### config.mk
export PLATFORM = sky130hd
export DESIGN_NAME = pic_control_logic_flat
export DESIGN_NICKNAME = d
export VERILOG_FILES = /design/src/rtl/pic_pkg.sv /design/src/rtl/pic_control_logic_if.sv /design/src/rtl/pic_priority_resolver.sv /design/src/rtl/pic_control_logic.sv /design/src/flat_wrapper.sv
export SDC_FILE = /design/constraint.sdc
export NUM_CORES = 1
export LEC_CHECK = 0
export BUFFER_PORTS_ARGS = -buffer_cell sky130_fd_sc_hd__buf_2
export CELL_PAD_IN_SITES_DETAIL_PLACEMENT = 0
export CELL_PAD_IN_SITES_GLOBAL_PLACEMENT = 1
export CORE_AREA = 2 2 85 87
export DETAILED_ROUTE_END_ITERATION = 6
export DIE_AREA = 0 0 87 89
export PLACE_DENSITY_LB_ADDON = 0.1
export SLEW_MARGIN = 20
export SYNTH_ARGS = -nofsm -noshare
export SYNTH_HDL_FRONTEND = slang
export SYNTH_HIERARCHICAL = 1
export SYNTH_SLANG_ARGS = --single-unit
### constraint.sdc
create_clock -name clk -period 2.77 [get_ports clk]
set_input_delay 0.4155 -clock clk [delete_from_list [all_inputs] [get_ports clk]]
set_output_delay 0.4155 -clock clk [all_outputs]
set_load 0.05 [all_outputs]
### src/rtl/pic_pkg.sv
// Shared types and constants for the PIC interrupt-control core.
package pic_pkg;

    typedef enum logic [1:0] {
        ST_IDLE = 2'd0,
        ST_ACK1 = 2'd1,
        ST_ACK2 = 2'd2
    } pic_state_e;

    localparam logic [2:0] OCW2_NSEOI   = 3'b001;
    localparam logic [2:0] OCW2_SEOI    = 3'b011;
    localparam logic [2:0] SPURIOUS_IDX = 3'd7;

    function automatic logic [7:0] onehot8(input logic [2:0] idx);
        return 8'd1 << idx;
    endfunction

endpackage

### src/rtl/pic_control_logic_if.sv
// Write-strobe, request, acknowledge and register-readback bundle between
// the read/write logic (master) and the interrupt-control core (slave).
interface pic_control_logic_if;

    logic [7:0] wr_data;
    logic [3:0] icw_stb;
    logic [2:0] ocw_stb;
    logic [7:0] ir;
    logic       inta_n;
    logic       int_out;
    logic [7:0] vec_data;
    logic       vec_oe;
    logic [7:0] irr;
    logic [7:0] isr;
    logic [7:0] imr;

    modport master (
        output wr_data, icw_stb, ocw_stb, ir, inta_n,
        input  int_out, vec_data, vec_oe, irr, isr, imr
    );

    modport slave (
        input  wr_data, icw_stb, ocw_stb, ir, inta_n,
        output int_out, vec_data, vec_oe, irr, isr, imr
    );

endinterface

### src/rtl/pic_priority_resolver.sv
// Fixed-priority resolver: reports whether any bit is set and the index of
// the lowest set bit (bit 0 is the highest priority).
module pic_priority_resolver (
    input  logic [7:0] req_i,
    output logic       valid_o,
    output logic [2:0] idx_o
);

    // Lowest-index-wins encoder
    always_comb begin
        valid_o = |req_i;
        casez (req_i)
            8'b???????1: idx_o = 3'd0;
            8'b??????10: idx_o = 3'd1;
            8'b?????100: idx_o = 3'd2;
            8'b????1000: idx_o = 3'd3;
            8'b???10000: idx_o = 3'd4;
            8'b??100000: idx_o = 3'd5;
            8'b?1000000: idx_o = 3'd6;
            8'b10000000: idx_o = 3'd7;
            default:     idx_o = 3'd0;
        endcase
    end

endmodule

### src/rtl/pic_control_logic.sv
// 8259A-style interrupt-control core: IRR/IMR/ISR, fixed priority, INT
// generation and the two-pulse INTA sequence that places the vector.
module pic_control_logic
    import pic_pkg::*;
(
    input  logic               clk,
    input  logic               rst_n,
    pic_control_logic_if.slave bus
);

    logic [7:0] irr_q, irr_d;
    logic [7:0] isr_q, isr_d;
    logic [7:0] imr_q, imr_d;
    logic       int_out_q, int_out_d;
    logic [7:0] ir_prev_q;
    logic       inta_prev_q;
    logic [4:0] vec_base_q;
    logic       ltim_q;
    logic       aeoi_q;

    pic_state_e state_q;
    logic [2:0] idx_q;
    logic       spur_q;
    logic [7:0] vec_data_q;
    logic       vec_oe_q;

    logic       icw1_s, icw2_s, icw4_s, ocw1_s, ocw2_s;
    logic       fall_s, take_s, release_s;
    logic [7:0] pend_s;
    logic       pend_valid_s, isr_valid_s;
    logic [2:0] pend_idx_s, isr_idx_s;
    logic [7:0] ack_bit_s, eoi_clr_s, aeoi_clr_s;
    logic       unused_s;

    assign icw1_s = bus.icw_stb[0];
    assign icw2_s = bus.icw_stb[1];
    assign icw4_s = bus.icw_stb[3];
    assign ocw1_s = bus.ocw_stb[0];
    assign ocw2_s = bus.ocw_stb[1];
    // ICW3 (single PIC) and OCW3 have no effect on this block.
    assign unused_s = bus.icw_stb[2] ^ bus.ocw_stb[2];

    // An ICW1 in the same cycle discards any inta_n edge.
    assign fall_s    = inta_prev_q & ~bus.inta_n & ~icw1_s;
    assign take_s    = (state_q == ST_IDLE) && fall_s;
    assign release_s = (state_q == ST_ACK2) && bus.inta_n && !icw1_s;

    assign pend_s = irr_q & ~imr_q;

    pic_priority_resolver u_pend_res (
        .req_i   (pend_s),
        .valid_o (pend_valid_s),
        .idx_o   (pend_idx_s)
    );

    pic_priority_resolver u_isr_res (
        .req_i   (isr_q),
        .valid_o (isr_valid_s),
        .idx_o   (isr_idx_s)
    );

    // Bits to set/clear in ISR this cycle from acknowledge, EOI and AEOI
    always_comb begin
        if (take_s && pend_valid_s) begin
            ack_bit_s = onehot8(pend_idx_s);
        end else begin
            ack_bit_s = 8'h00;
        end
        if (ocw2_s) begin
            case (bus.wr_data[7:5])
                OCW2_NSEOI: eoi_clr_s = isr_valid_s ? onehot8(isr_idx_s) : 8'h00;
                OCW2_SEOI:  eoi_clr_s = onehot8(bus.wr_data[2:0]);
                default:    eoi_clr_s = 8'h00;
            endcase
        end else begin
            eoi_clr_s = 8'h00;
        end
        if (release_s && aeoi_q && !spur_q) begin
            aeoi_clr_s = onehot8(idx_q);
        end else begin
            aeoi_clr_s = 8'h00;
        end
    end

    // Next-state for the request/service/mask registers and INT
    always_comb begin
        if (icw1_s) begin
            irr_d     = 8'h00;
            isr_d     = 8'h00;
            imr_d     = 8'h00;
            int_out_d = 1'b0;
        end else begin
            if (ltim_q) begin
                irr_d = bus.ir;
            end else begin
                irr_d = (irr_q & ~ack_bit_s) | (bus.ir & ~ir_prev_q);
            end
            // Set is applied after the clears so it wins on the same bit.
            isr_d = (isr_q & ~eoi_clr_s & ~aeoi_clr_s) | ack_bit_s;
            if (ocw1_s) begin
                imr_d = bus.wr_data;
            end else begin
                imr_d = imr_q;
            end
            if (take_s) begin
                int_out_d = 1'b0;
            end else begin
                int_out_d = pend_valid_s && (!isr_valid_s || (pend_idx_s < isr_idx_s));
            end
        end
    end

    // Register file, edge history and init-word configuration
    always_ff @(posedge clk or negedge rst_n) begin
        if (!rst_n) begin
            irr_q       <= 8'h00;
            isr_q       <= 8'h00;
            imr_q       <= 8'hFF;
            int_out_q   <= 1'b0;
            ir_prev_q   <= 8'h00;
            inta_prev_q <= 1'b1;
            vec_base_q  <= 5'd0;
            ltim_q      <= 1'b0;
            aeoi_q      <= 1'b0;
        end else begin
            irr_q       <= irr_d;
            isr_q       <= isr_d;
            imr_q       <= imr_d;
            int_out_q   <= int_out_d;
            ir_prev_q   <= icw1_s ? 8'h00 : bus.ir;
            inta_prev_q <= bus.inta_n;
            if (icw1_s) begin
                ltim_q <= bus.wr_data[3];
                aeoi_q <= 1'b0;
            end else if (icw4_s) begin
                aeoi_q <= bus.wr_data[1];
            end else if (icw2_s) begin
                vec_base_q <= bus.wr_data[7:3];
            end else begin
                ltim_q <= ltim_q;
            end
        end
    end

    // INTA sequencer with registered vector outputs
    always_ff @(posedge clk or negedge rst_n) begin
        if (!rst_n) begin
            state_q    <= ST_IDLE;
            idx_q      <= 3'd0;
            spur_q     <= 1'b0;
            vec_data_q <= 8'h00;
            vec_oe_q   <= 1'b0;
        end else if (icw1_s) begin
            state_q  <= ST_IDLE;
            vec_oe_q <= 1'b0;
        end else begin
            case (state_q)
                ST_IDLE: begin
                    if (fall_s) begin
                        idx_q   <= pend_valid_s ? pend_idx_s : SPURIOUS_IDX;
                        spur_q  <= !pend_valid_s;
                        state_q <= ST_ACK1;
                    end else begin
                        state_q <= ST_IDLE;
                    end
                end
                ST_ACK1: begin
                    if (fall_s) begin
                        vec_data_q <= {vec_base_q, idx_q};
                        vec_oe_q   <= 1'b1;
                        state_q    <= ST_ACK2;
                    end else begin
                        state_q <= ST_ACK1;
                    end
                end
                ST_ACK2: begin
                    if (bus.inta_n) begin
                        vec_oe_q <= 1'b0;
                        state_q  <= ST_IDLE;
                    end else begin
                        state_q <= ST_ACK2;
                    end
                end
                default: begin
                    vec_oe_q <= 1'b0;
                    state_q  <= ST_IDLE;
                end
            endcase
        end
    end

    assign bus.irr      = irr_q;
    assign bus.isr      = isr_q;
    assign bus.imr      = imr_q;
    assign bus.int_out  = int_out_q;
    assign bus.vec_data = vec_data_q;
    assign bus.vec_oe   = vec_oe_q;

endmodule

### src/flat_wrapper.sv
// flat-port wrapper written by rule: the top's interface ports become plain ports
module pic_control_logic_flat import pic_pkg::*;
  (clk, rst_n, bus_wr_data, bus_icw_stb, bus_ocw_stb, bus_ir, bus_inta_n, bus_int_out, bus_vec_data, bus_vec_oe, bus_irr, bus_isr, bus_imr);
  pic_control_logic_if bus_i ();
  input  logic clk;
  input  logic rst_n;
  input wire logic [$bits(bus_i.wr_data)-1:0] bus_wr_data;
  input wire logic [$bits(bus_i.icw_stb)-1:0] bus_icw_stb;
  input wire logic [$bits(bus_i.ocw_stb)-1:0] bus_ocw_stb;
  input wire logic [$bits(bus_i.ir)-1:0] bus_ir;
  input wire logic [$bits(bus_i.inta_n)-1:0] bus_inta_n;
  output wire logic [$bits(bus_i.int_out)-1:0] bus_int_out;
  output wire logic [$bits(bus_i.vec_data)-1:0] bus_vec_data;
  output wire logic [$bits(bus_i.vec_oe)-1:0] bus_vec_oe;
  output wire logic [$bits(bus_i.irr)-1:0] bus_irr;
  output wire logic [$bits(bus_i.isr)-1:0] bus_isr;
  output wire logic [$bits(bus_i.imr)-1:0] bus_imr;
  assign bus_i.wr_data = bus_wr_data;
  assign bus_i.icw_stb = bus_icw_stb;
  assign bus_i.ocw_stb = bus_ocw_stb;
  assign bus_i.ir = bus_ir;
  assign bus_i.inta_n = bus_inta_n;
  assign bus_int_out = bus_i.int_out;
  assign bus_vec_data = bus_i.vec_data;
  assign bus_vec_oe = bus_i.vec_oe;
  assign bus_irr = bus_i.irr;
  assign bus_isr = bus_i.isr;
  assign bus_imr = bus_i.imr;
  pic_control_logic u_core (.clk(clk), .rst_n(rst_n), .bus(bus_i));
endmodule
==> impl_metrics.tcl <==
set metrics [dict create \
    synth_cells 271 \
    start_util_pct 41.45 \
    drc 0 \
    dpl.hpwl_um 5340 \
    grt_max_degree 57 \
    chipHeight_um 89 \
    post_cts_resized 0 \
    place_ws_ns 0.3311 \
    ys_warn_count 6 \
    outcome "completed" \
    crit_path_end_kind "register" \
    cpPeakStageDelay_ns 0.56 \
    peakVddDrop_mv 0.3325 \
    total_leakage_power_nw 1.536 \
    final_common_cell "buf_2" \
    setup_violations 0 \
    ctsHoldBuffers 0 \
    powerDensity_mw_per_mm2 674.8 \
    fin_skew_ns 0.008058 \
    start_kind "register" \
    setup_ws_ns 0.3207 \
    gr-usage-all-layers_pct 20.18 \
    cts_max_path_buffers 2 \
    min_path_type "in2async" \
    grt_pass1_vias 2233 \
    path_delay_family "simple AND/OR/NAND/NOR gates" \
    cts_setup_buffers 0 \
    synth_edf_count 0 \
    routedWlPerCell_um 17.58 \
    path_buf_inv 0 \
    ys_seq_elements 56 \
    routed_via_density 5.423 \
    synth_cell_types 50 \
    crit_path_top_delay_cell "dfstp_2" \
    gp_congestion 0.8694 \
    async_reset_ff_share_pct 100.0 \
    fmax_mhz 408.3 \
    drt_iter0_markers 119 \
    io_pins 60 \
    tns_ns 0 \
    cts_tree "built" \
    synth_ff_type "dfrtp_1" \
    grt_overflow 0 \
    timing.final.crit_share_pct 88.42 \
    htreeDepth 2 \
    final_cell_mix "57 x buf_2, 47 x dfrtp_1, 25 x nor2_1, 22 x nor2b_1, 18 x o21ai_0" \
    grt_first_pass_wirelength_um 11760 \
    path_clk_slew_ns 0.10 \
    crit_required_ns 2.97 \
    crit_arrival_ns 2.65 \
    syn-cell-area_mm2 0.002785 \
    die_x_um 87 \
    drtPass1Iterations 4 \
    yosysSeqAreaShare_pct 50.72 \
    crit_type "reg2reg" \
    finalCriticalPeriod_ns 2.449 \
    maxCapViolCount 0 \
    cts_buffers 5 \
    drive_gt1_share_pct 30.06 \
    rows 30 \
    syn-num-nets 299 \
    dieArea_mm2 0.007743 \
    clockRootBuffer "clkbuf_8" \
    slew_viol_final 0 \
    cp_max_fo 6 \
    crit_top_cell "nor2b_1" \
    n_fill_cell 660 \
    clkLatencyLatePin_ns 0.31 \
    max_slew_margin_pct 53.08 \
    syn_avg_cell_area_um2 10.28 \
    worst_slew_pin_slew_ns 0.6943 \
    buffer_ports.inserted 57 \
    ant_nets 0 \
    path_cells "nor2b_1 -> nor4_2 -> and3b_1 -> nor2b_1 -> nand4bb_1 -> or3_1 -> a31o_2" \
    wirelength_um 7314 \
    cts_sinks 56 \
    rsz0062_at_grt "false" \
    nNetsFinal 363 \
    hold_viol_final 0 \
    antenna_found_initial 0 \
    syn_to_final_growth_pct 19.54 \
    antenna_cells 0 \
    core_mm2 0.006719 \
    vias 2256 \
]
==> synth_stat cells (2+ instances only) <==
cell type	n	area, um2
inv_1	16	60.06
a22oi_1	2	15.01
dfstp_2	9	236.5
a31oi_1	2	12.51
nand3_1	5	25.02
nand4_1	8	50.05
and3b_1	3	26.28
nor4_1	3	18.77
nand4b_1	4	35.03
nor3_1	4	20.02
nand2_1	16	60.06
and4b_1	2	20.02
a21oi_1	4	20.02
nor4_2	2	25.02
mux2_2	12	135.1
o21bai_1	5	37.54
o2111ai_1	4	35.03
a21boi_0	4	30.03
o41ai_1	2	17.52
or3_1	4	25.02
o21ai_0	18	90.09
ha_1	2	25.02
nor4bb_1	2	20.02
nor2b_1	22	137.6
nor3b_1	2	15.01
nor2_1	25	93.84
nand4bb_1	2	22.52
mux2i_1	9	90.09
clkbuf_1	7	26.28
dfrtp_1	47	1176
nand2b_1	5	31.28
==> final cells by class <==
class / count / area [um2] / area share [%]
multi-input combinational: 190 / 1277 / 38.37
inverter: 16 / 60.06 / 1.804
clock buffer: 7 / 96.34 / 2.894
tap: 80 / 100.1 / 3.006
sequential: 56 / 1413 / 42.43
timing repair buffer: 66 / 352.8 / 10.60
clock inverter: 1 / 30.03 / 0.9019
==> logic make-up (layout without fill, tap and decap cells) <==
logic type	count (synthesis)	after routing	synth area share, %
and+or+nand+nor	116	116	24.66
xor gates and xnor gates	1	1	0.3145
adders and majority gates	2	2	0.8983
DFF	56	56	50.72
AOI/OAI and AO/OA	50	50	11.91
buffers and inverters	25	90	3.414
muxes	21	21	8.086
==> worst reg2reg max path, cell delays in order, from the launching register on <==
cell and delay [ns]:
dfstp_2 0.56, nor2b_1 0.07, nor4_2 0.31, and3b_1 0.25, nor2b_1 0.17, nand4bb_1 0.30
or3_1 0.44, a31o_2 0.26
==> where the power goes <==
part / internal, mW / switching (mW)
registers: 0.929 / 0.0791
clock network: 0.319 / 0.263
logic: 0.201 / 0.455
total: 1.45 / 0.797
==> layer usage <==
layer | part of all wire, % | GRT usage, % | up-vias
met3 | 3.7 | 3.139 | 6
met5 | 0 | 0 | -
met4 | 1.1 | 4.972 | 0
met1 | 49 | 28.71 | 1092
li1 | - | - | 1098
met2 | 47 | 32.55 | 60
==> state kept, by name (all words and copies together), names as in the netlist <==
register             cells
u_core/aeoi_q            1
u_core/bus.imr           8
u_core/bus.int_out       1
u_core/bus.irr           8
u_core/bus.isr           8
u_core/bus.vec_data      8
u_core/bus.vec_oe        1
u_core/idx_q             3
u_core/inta_prev_q       1
u_core/ir_prev_q         8
u_core/ltim_q            1
u_core/spur_q            1
u_core/state_q           2
u_core/vec_base_q        5
==> path summary, 6_finish.rpt <==
path | cells past startpoint | from | to | slack (ns)
setup / recovery | 7 | u_core/bus.imr[5] | u_core/bus.irr[3] | 0.32
hold / removal | 2 | rst_n | u_core/ir_prev_q[4] | 0.23
setup reg to reg | 7 | u_core/bus.imr[5] | u_core/bus.irr[3] | 0.32
hold reg to reg | 2 | u_core/bus.vec_data[0] | u_core/bus.vec_data[0] | 0.48
max in group asynchronous | 2 | rst_n | u_core/bus.vec_data[2] | 2.06
min in group clk | 1 | bus_inta_n | u_core/inta_prev_q | 0.27
==> through the flow <==
step           std cells  hold slack [ns]  utilization, %  area [um2]  total power [mW]
2_1_floorplan        271           0.1199               -        2785             1.478
4_1_cts              416           0.2572           49.55        3329             2.268
6_report             416           0.2277           49.55        3329             2.247
3_5_place_dp         408           0.4700           47.67        3203             1.682
5_1_grt              416           0.2571           49.55        3329             2.363
3_3_place_gp         408           0.4654           47.67        3203             1.676
No activity file was read; power rests on OpenSTA's default activity.
